**src/rtl/switch_pkg.sv**
```systemverilog
// switch_pkg: types and default sizes shared by the VOQ dequeue path.
//   DEF_* localparams : default sizes (must match vmu / cmu builds)
//   seg_addr_t        : cmu segment slot address
//   ctrl_word_t       : cmu control word {last, next}
//   egress_t          : egress port / VOQ index
//   vde_state_e       : dequeue engine FSM state encoding
package switch_pkg;

  localparam int DEF_PACKET_CNT = 1024;
  localparam int DEF_EGRESS_CNT = 4;
  localparam int DEF_SEG_CNT    = 1024;
  localparam int DEF_DATA_WIDTH = 32;

  localparam int SEG_AW = $clog2(DEF_SEG_CNT);
  localparam int EGR_W  = $clog2(DEF_EGRESS_CNT);

  typedef logic [SEG_AW-1:0] seg_addr_t;

  typedef struct packed {
    logic      last;
    seg_addr_t next;
  } ctrl_word_t;

  typedef logic [EGR_W-1:0] egress_t;

  typedef enum logic [2:0] {
    IDLE = 3'd0,
    META = 3'd1,
    RD   = 3'd2,
    WAIT = 3'd3,
    SEND = 3'd4,
    DONE = 3'd5
  } vde_state_e;

endpackage

```
**src/rtl/voq_dequeue_engine_seg_tx_reg.sv**
```systemverilog
// seg_tx_reg: output holding register for one segment toward the crossbar.
//   clk, rst_n              : clock, async active-low reset (drops tx_valid)
//   load                    : capture ld_* and raise tx_valid
//   ld_data/sop/eop/egress  : segment to present
//   tx_ready                : downstream accept
//   tx_valid/data/sop/eop/egress : registered segment toward the crossbar
//
// Handshake: a segment transfers on any cycle where tx_valid && tx_ready.
// While tx_valid is high and tx_ready is low, every tx_* output holds its
// value. load is only issued while the register is empty.
module seg_tx_reg #(
  parameter int DATA_WIDTH = 32,
  parameter int EW         = 2
) (
  input  logic                  clk,
  input  logic                  rst_n,
  input  logic                  load,
  input  logic [DATA_WIDTH-1:0] ld_data,
  input  logic                  ld_sop,
  input  logic                  ld_eop,
  input  logic [EW-1:0]         ld_egress,
  input  logic                  tx_ready,
  output logic                  tx_valid,
  output logic [DATA_WIDTH-1:0] tx_data,
  output logic                  tx_sop,
  output logic                  tx_eop,
  output logic [EW-1:0]         tx_egress
);

  always_ff @(posedge clk or negedge rst_n) begin
    if (!rst_n) begin
      tx_valid  <= 1'b0;
      tx_data   <= '0;
      tx_sop    <= 1'b0;
      tx_eop    <= 1'b0;
      tx_egress <= '0;
    end else if (load) begin
      tx_valid  <= 1'b1;
      tx_data   <= ld_data;
      tx_sop    <= ld_sop;
      tx_eop    <= ld_eop;
      tx_egress <= ld_egress;
    end else if (tx_valid && tx_ready) begin
      tx_valid  <= 1'b0;
    end
  end

endmodule

```
**src/rtl/voq_dequeue_engine.sv**
```systemverilog
// voq_dequeue_engine: on a scheduler grant, dequeues one packet descriptor
// from vmu, walks its segment chain in cmu, streams segments to the crossbar
// and returns each sent segment to the cmu free list.
//   clk, rst_n                      : clock, async active-low reset
//   grant_valid, grant_egress       : scheduler grant (sampled in IDLE only)
//   grant_done, grant_sent          : 1-cycle completion pulse + sent/empty flag
//   voq_is_empty                    : per-VOQ empty flags from vmu
//   voq_dequeue_en, voq_dequeue_sel : dequeue request to vmu
//   voq_meta                        : descriptor, valid the cycle after dequeue
//   ctrl_ra/ctrl_q, data_ra/data_q  : cmu control / data reads, 1-cycle latency
//   seg_free_en, seg_free_addr      : segment return to cmu free list
//   tx_*                            : segment stream toward the crossbar
//   state_dbg                       : current FSM state
module voq_dequeue_engine
  import switch_pkg::*;
#(
  parameter int PACKET_CNT = DEF_PACKET_CNT,
  parameter int EGRESS_CNT = DEF_EGRESS_CNT,
  parameter int SEG_CNT    = DEF_SEG_CNT,
  parameter int DATA_WIDTH = DEF_DATA_WIDTH,
  localparam int AW        = $clog2(SEG_CNT),
  localparam int EW        = $clog2(EGRESS_CNT)
) (
  input  logic                  clk,
  input  logic                  rst_n,
  input  logic                  grant_valid,
  input  logic [EW-1:0]         grant_egress,
  output logic                  grant_done,
  output logic                  grant_sent,
  input  logic [EGRESS_CNT-1:0] voq_is_empty,
  output logic                  voq_dequeue_en,
  output logic [EW-1:0]         voq_dequeue_sel,
  input  logic [31:0]           voq_meta,
  output logic [AW-1:0]         ctrl_ra,
  input  logic [AW:0]           ctrl_q,
  output logic [AW-1:0]         data_ra,
  input  logic [DATA_WIDTH-1:0] data_q,
  output logic                  seg_free_en,
  output logic [AW-1:0]         seg_free_addr,
  output logic                  tx_valid,
  input  logic                  tx_ready,
  output logic [DATA_WIDTH-1:0] tx_data,
  output logic                  tx_sop,
  output logic                  tx_eop,
  output logic [EW-1:0]         tx_egress,
  output vde_state_e            state_dbg
);

  vde_state_e    state;
  logic [EW-1:0] egress_q;
  logic [AW-1:0] seg_addr;
  logic [AW-1:0] next_q;
  logic          last_q;
  logic          first;
  logic          grant_take;
  logic          tx_accept;
  logic          unused_bits;

  // A grant is only taken in IDLE, and not in the cycle grant_done is still
  // visible, so a new grant is honoured no earlier than the cycle after it.
  assign grant_take = (state == IDLE) && grant_valid && !grant_done;

  // The dequeue request is issued in the grant cycle itself so that vmu's
  // descriptor lands while the FSM sits in META.
  assign voq_dequeue_en  = grant_take && !voq_is_empty[grant_egress];
  assign voq_dequeue_sel = voq_dequeue_en ? grant_egress : '0;

  // Control and data memories are read with the same address.
  assign data_ra   = ctrl_ra;
  assign tx_accept = tx_valid && tx_ready;
  assign state_dbg = state;

  // Descriptor bits above the segment address and PACKET_CNT are not needed here.
  assign unused_bits = ^{voq_meta[31:AW], 1'(PACKET_CNT != 0)};

  always_ff @(posedge clk or negedge rst_n) begin
    if (!rst_n) begin
      state         <= IDLE;
      egress_q      <= '0;
      seg_addr      <= '0;
      next_q        <= '0;
      last_q        <= 1'b0;
      first         <= 1'b0;
      ctrl_ra       <= '0;
      seg_free_en   <= 1'b0;
      seg_free_addr <= '0;
      grant_done    <= 1'b0;
      grant_sent    <= 1'b0;
    end else begin
      seg_free_en <= 1'b0;
      grant_done  <= 1'b0;
      case (state)
        IDLE: begin
          if (grant_take) begin
            egress_q <= grant_egress;
            if (voq_is_empty[grant_egress]) begin
              grant_sent <= 1'b0;
              state      <= DONE;
            end else begin
              state      <= META;
            end
          end
        end
        META: begin
          seg_addr <= voq_meta[AW-1:0];
          ctrl_ra  <= voq_meta[AW-1:0];
          first    <= 1'b1;
          state    <= RD;
        end
        RD: begin
          // ctrl_ra is already presented; cmu answers next cycle.
          state <= WAIT;
        end
        WAIT: begin
          last_q <= ctrl_q[AW];
          next_q <= ctrl_q[AW-1:0];
          state  <= SEND;
        end
        SEND: begin
          if (tx_accept) begin
            seg_free_en   <= 1'b1;
            seg_free_addr <= seg_addr;
            first         <= 1'b0;
            if (last_q) begin
              grant_sent <= 1'b1;
              state      <= DONE;
            end else begin
              // next_addr is used verbatim; wrap is the producer's job.
              seg_addr <= next_q;
              ctrl_ra  <= next_q;
              state    <= RD;
            end
          end
        end
        DONE: begin
          grant_done <= 1'b1;
          state      <= IDLE;
        end
        default: state <= IDLE;
      endcase
    end
  end

  // Loaded during WAIT straight from the cmu read data.
  seg_tx_reg #(
    .DATA_WIDTH (DATA_WIDTH),
    .EW         (EW)
  ) u_seg_tx_reg (
    .clk       (clk),
    .rst_n     (rst_n),
    .load      (state == WAIT),
    .ld_data   (data_q),
    .ld_sop    (first),
    .ld_eop    (ctrl_q[AW]),
    .ld_egress (egress_q),
    .tx_ready  (tx_ready),
    .tx_valid  (tx_valid),
    .tx_data   (tx_data),
    .tx_sop    (tx_sop),
    .tx_eop    (tx_eop),
    .tx_egress (tx_egress)
  );

endmodule

```
**config.mk**
```make
export PLATFORM = sky130hd
export DESIGN_NAME = voq_dequeue_engine
export DESIGN_NICKNAME = d
export VERILOG_FILES = /design/src/rtl/switch_pkg.sv /design/src/rtl/voq_dequeue_engine_seg_tx_reg.sv /design/src/rtl/voq_dequeue_engine.sv
export SDC_FILE = /design/constraint.sdc
export NUM_CORES = 1
export LEC_CHECK = 0
export BUFFER_PORTS_ARGS = -buffer_cell sky130_fd_sc_hd__buf_2
export CAP_MARGIN = 10
export CORE_ASPECT_RATIO = 1.5
export CORE_UTILIZATION = 35
export DETAILED_ROUTE_END_ITERATION = 8
export PLACE_DENSITY = 0.73
export SYNTH_ARGS = -nofsm -noshare
export SYNTH_HDL_FRONTEND = slang
export SYNTH_SLANG_ARGS = --single-unit
```
**constraint.sdc**
```tcl
create_clock -name clk -period 1.8 [get_ports clk]
set_input_delay 0 -clock clk [delete_from_list [all_inputs] [get_ports clk]]
set_output_delay 0 -clock clk [all_outputs]
set_load 0.005 [all_outputs]
```
# == Yosys cells after proc, flatten, opt, wreduce, memory -nomap -nowiden ==
# Cells that the tools add are included.
# word_totals
register_bits,76
in_bits,85
out_inout_bits,76
elab_cells,63
# classes
order_cmp,1
eq_ne,10
n_mux,22
reduce_logical,16
# ops
cell,count
10-bit 2-to-1 mux,2
10-bit case mux with 2 select lines,1
3-bit case mux with 5 select lines,1
3-bit 2-to-1 mux,4
1-bit 2-to-1 mux,10
"2-bit inequality test, second input constant",4
2-bit AND reduction,4
"3-bit by 2-bit equality test with 1-bit output, second input constant",2
"3-bit equality test, second input constant",2
2-bit nonzero test,3
5-bit AND reduction,1
1-bit logical AND,4
1-bit case mux with 2 select lines,2
"3-bit by 1-bit equality test with 1-bit output, second input constant",1
3-bit zero test,1
"2-bit by 3-bit less-than comparator with 1-bit output, second input constant",1
3-bit AND reduction,1
1-bit binary-select mux with 2-bit select,1
1-bit zero test,2
2-bit 2-to-1 mux,1
"2-bit by 1-bit inequality test with 1-bit output, second input constant",1

# == Depth between registers and ports, before layout ==
# depth
ltp_word,5
mapped_depth,5

# == Hierarchy ==
# From an unflattened synthesis, not the netlist that was laid out.
# hier_totals
hier_cells,222
area_unflattened_um2,3499.6
# by_module_without_submodules
module,n_inst,cells_each,area_each_um2,seq_area_each_um2
voq_dequeue_engine,1,143,1976.9,1001.0
seg_tx_reg,1,79,1522.7,925.9

# == Worst setup path before layout ==
# No wires, ideal clock.
# synth_path
kind,register to register
start,"reg state[1], in the netlist state_dbg[1]"
end,reg seg_addr[2]
t_arrival_ps,1486
slack_ps,189
stages_incl_launch_ff,6
path_buffers,2
period_less_slack_ps,1611
cell_sequence,dfrtp_1 -> buf_6 -> nor3b_2 -> buf_4 -> mux2_2 -> mux2_4
# synth_between
elab_chain_len,3
# synth_rtl
item,line_no,rtl
start: declaration,voq_dequeue_engine.sv:49,vde_state_e state;
start signal: assignment,voq_dequeue_engine.sv:78,state <= IDLE;
start signal: assignment,voq_dequeue_engine.sv:98,state <= DONE;
start signal: assignment,voq_dequeue_engine.sv:100,state <= META;
3-bit equality test / 3-bit by 1-bit equality test with 1-bit output (equally long branches),voq_dequeue_engine.sv:92,case (state)
2-bit inequality test (no line) / 2-bit nonzero test (equally long branches),--,
3-bit AND reduction (no line),--,
end signal: assignment,voq_dequeue_engine.sv:105,seg_addr <= voq_meta[AW-1:0];
end signal: assignment,voq_dequeue_engine.sv:129,seg_addr <= next_q;
end: declaration,voq_dequeue_engine.sv:51,logic [AW-1:0] seg_addr;
# Parallel ways exist; a longest one is shown, timed or not.
# A chain may end at the register's enable or synchronous reset.

# == Worst setup path after layout ==
# layout_path
start,"reg state[2], in the netlist state_dbg[2]"
end,out voq_dequeue_sel[1]
# layout_between
elab_chain_len,5
# layout_rtl
item,line_no,rtl
3-bit zero test,voq_dequeue_engine.sv:61,assign grant_take = (state == IDLE) && grant_valid && !grant_done;
1-bit logical AND (2 in series),voq_dequeue_engine.sv:61,
1-bit logical AND,voq_dequeue_engine.sv:65,assign voq_dequeue_en = grant_take && !voq_is_empty[grant_egress];
2-bit 2-to-1 mux,voq_dequeue_engine.sv:66,assign voq_dequeue_sel = voq_dequeue_en ? grant_egress : '0;
end: declaration,voq_dequeue_engine.sv:32,"output logic [EW-1:0] voq_dequeue_sel,"
# Every way passes these cells.

==> results.md <==
* Routability congestion estimate at around 0.73
* Initial antenna violation count at 0
* Reg area at approximately 1900 um2
* CTS tree: built
* Final hold vios at 0
* Asr flop ratio synth at between 90% and 100%
* Tot GR Track Use at between 15 and 20%
* Slowest stage delay, CP at ~420 ps
* ANT nets after route at 0
* Die W at just over 80 um
* Synth Flop Type: dfrtp_1
* Minimum clock period after layout at roughly 1700 ps
* Yosys top cell area share at 57.4%
* Fin Clk Skew at around 4.0 ps
* Vias in the first global route at roughly 2.6k
* Worst-margin pin slew at about 480 ps
* Distinct cell type count after synthesis at 35
* Crit path cell chain: buf_4 > nor3b_2 > nand2_1 > nor2b_2 > and2_1 > buf_2
* Fin crit share at between 90% and 100%
* Synth Cell Area at about 3300 um2
* Setup_tns at 0 ps
* Critical Path Sink Type: primary output
* Final nets at ~490
* Nature of the critical path startpoint: flip-flop
* Die boundary height at between 100 and 150 um
* Number of port buffers at between 100 and 150
* Core Footprint at 9200 um2
* Worst Path Max Fanout at 8
* Syn_nets at 300
* DRT Wirelength at between 7 and 8 mm
* Post-DP HPWL at between 5 and 6 mm
* WP data required at between 1500 and 2000 ps
* Clock Sinks at between 70 and 80
* Yosys Warn Count at 0
* Worst Hold Class: in2reg
* Syn avg cell area at between 15 and 20 um2
* Detailed-route DRC error count at 0
* P&R area growth vs syn at 48.0%
* Unrepaired setup endpoints after global routing: false
* Kind of critical path: reg2out
* Largest delay share family, worst path: simple AND/OR/NAND/NOR gates
* Drt via density at between 4 and 5
* Setup Fix Bufs, Post-CTS at 0
* Vias post-DR at 2443
* DR pass1 iterations at 4
* Top cells by area, synth: dfrtp_1 57%, mux2_1 11%, mux2_2 9.5%
* Met3 wire len at roughly 290 um
* Slowest CP cell: dfrtp_1
* Synthesized instance count at 215
* Post-synth EDFFs at 0
* Number of buffers and inverters on the critical path at 2
* Die Area at a little under 10000 um2
* Clk buf depth at 2
* Fmax at roughly 600 MHz
* Pwr Density at around 1600 nW/um2
* Initial Utilization at 36.0%
* Final setup margin at 129 ps
* Rel. slew slack at just under 70%
* WL met1 at roughly 2.9 mm
* Wire length on met2 at approximately 4.1 mm
* Status: completed
* Static Leakage at 2.39 nW
* First-pass GRT wire length at 12.0 mm
* Register area share after synthesis at a little under three fifths
* N_diodes at 0
* IO Pins at 161
* Critical Path AT at ~1700 ps
* Dpl ws at ~180 ps
* Worst-skew pair later-pin latency at 330 ps
* Cts bufs inserted at 9
* Row cnt at between 40 and 50
* Max cap viols at 0
* Hold_ws at 29.7 ps
* Root buf cell: clkbuf_16
* Max Used Layer: met4
* Clk pin slew, worst setup/hold paths at approximately 60 ps
* Setup violators final at 0
* Largest area contributor in the netlist: dfrtp_1
* Slew Limit Fails at 0
* Drt wl/cell at roughly 15 um
* Share of post-route cells with drive strength above 1 at a little over half
* Initial drt markers at just under 50
* Multi-input combinational cell area at between 1000 and 1500 um2
* Seq cells post-synth at 76
* Fillers at 773
* Largest net degree at the start of global routing at 42
* Maximum vdd drop at 0.834 mV
* H-tree lvl count at 3
* Global route overflow at 0
-- layout make-up --
type | instances | share of cell area [%]
Sequential cell | 76 | 38.8
Timing Repair Buffer | 195 | 26.3
Multi-Input combinational cell | 116 | 25.1
Clock buffer | 11 | 4.75
Tap cell | 112 | 2.86
Clock inverter | 4 | 2.02
Inverter | 2 | 0.153
-- cell usage after synthesis, types with 2 or more instances --
cell type,count
inv_1,2
buf_2,2
nand2_1,5
and2_1,2
nand2b_1,2
dfrtp_1,76
a21oi_1,2
o21ai_0,4
mux2i_1,2
buf_4,12
mux2_2,28
mux2_4,19
buf_6,6
mux2_1,32
-- worst register-to-register path, cell delays in order (launching register included) --
cell	delay [ps]
dfrtp_1	400
buf_4	190
nor4b_2	290
o21a_1	190
buf_12	160
mux2_4	310
-- flip-flops by register name (all words and copies together) (netlist names) --
signal	cells
state_dbg	3
u_seg_tx_reg.tx_sop	1
u_seg_tx_reg.tx_valid	1
u_seg_tx_reg.tx_egress	2
last_q	1
grant_done	1
seg_addr	10
seg_free_en	1
seg_free_addr	10
egress_q	2
first	1
next_q	10
grant_sent	1
u_seg_tx_reg.tx_data	32
-- cells in the final DEF (no fill, tap or decap), types with 3 or more instances in the layout --
cell,Yosys,routed
mux2_4,19,19
bufinv_16,0,3
dfrtp_1,76,76
clkbuf_16,0,9
buf_2,2,137
buf_4,12,7
buf_12,0,4
dlygate4sd3_1,0,47
mux2_2,28,28
mux2_1,32,32
o21ai_0,4,4
nand2_1,5,4
-- where the power goes --
group          internal (W)  leakage, nW  switching, W
registers           0.00256        0.911      0.000503
logic               0.00176         1.32       0.00115
clock network       0.00135        0.160      0.000658
-- through the flow --
stage / total power (W) / utilization [%] / instance area, um2 / cells
2_1_floorplan: 0.00482 / - / 3310 / 215
6_report: 0.00798 / 53.3 / 4900 / 516
3_3_place_gp: 0.00580 / 44.5 / 4090 / 454
5_1_grt: 0.00850 / 53.3 / 4900 / 516
3_5_place_dp: 0.00594 / 44.5 / 4090 / 454
4_1_cts: 0.00806 / 53.2 / 4900 / 516
-- logic make-up (layout without fill, tap and decap cells) --
group	Yosys count	after routing	synth area share (%)
flip-flops	76	76	57.4
AND/OR/NAND/NOR	21	21	4.19
multiplexers	81	81	29.6
AO/OA/AOI/OAI	13	13	2.76
buffers and inverters	23	212	5.74
XOR/XNOR	1	1	0.264
-- what timing repair did --
item,4_1_cts,5_1_grt
hold endpoints to repair,81,0
hold buffers,47,0
resized for setup,1,2
setup endpoints to repair,2,2
pin swaps,0,0
-- per-layer routing --
metal,track usage (%),up-vias
li1,-,1124
met1,17.7,1212
met2,27.3,80
met3,3.53,27
met4,11.0,0
met5,0,-
-- path summary, 6_finish.rpt --
kind / startpoint / endpoint / slack, ps / depth (start not counted)
worst max-delay path: state_dbg[2] / voq_dequeue_sel[1] / 130 / 6
worst min-delay path: voq_meta[1] / seg_addr[1] / 30 / 3
worst max register to register: state_dbg[0] / seg_addr[4] / 160 / 5
worst min register to register: u_seg_tx_reg.tx_data[21] / u_seg_tx_reg.tx_data[21] / 480 / 1
max in group asynchronous: rst_n / u_seg_tx_reg.tx_data[18] / 1020 / 3
min in group asynchronous: rst_n / u_seg_tx_reg.tx_data[21] / 170 / 2
(Power assumes the default switching activity.)
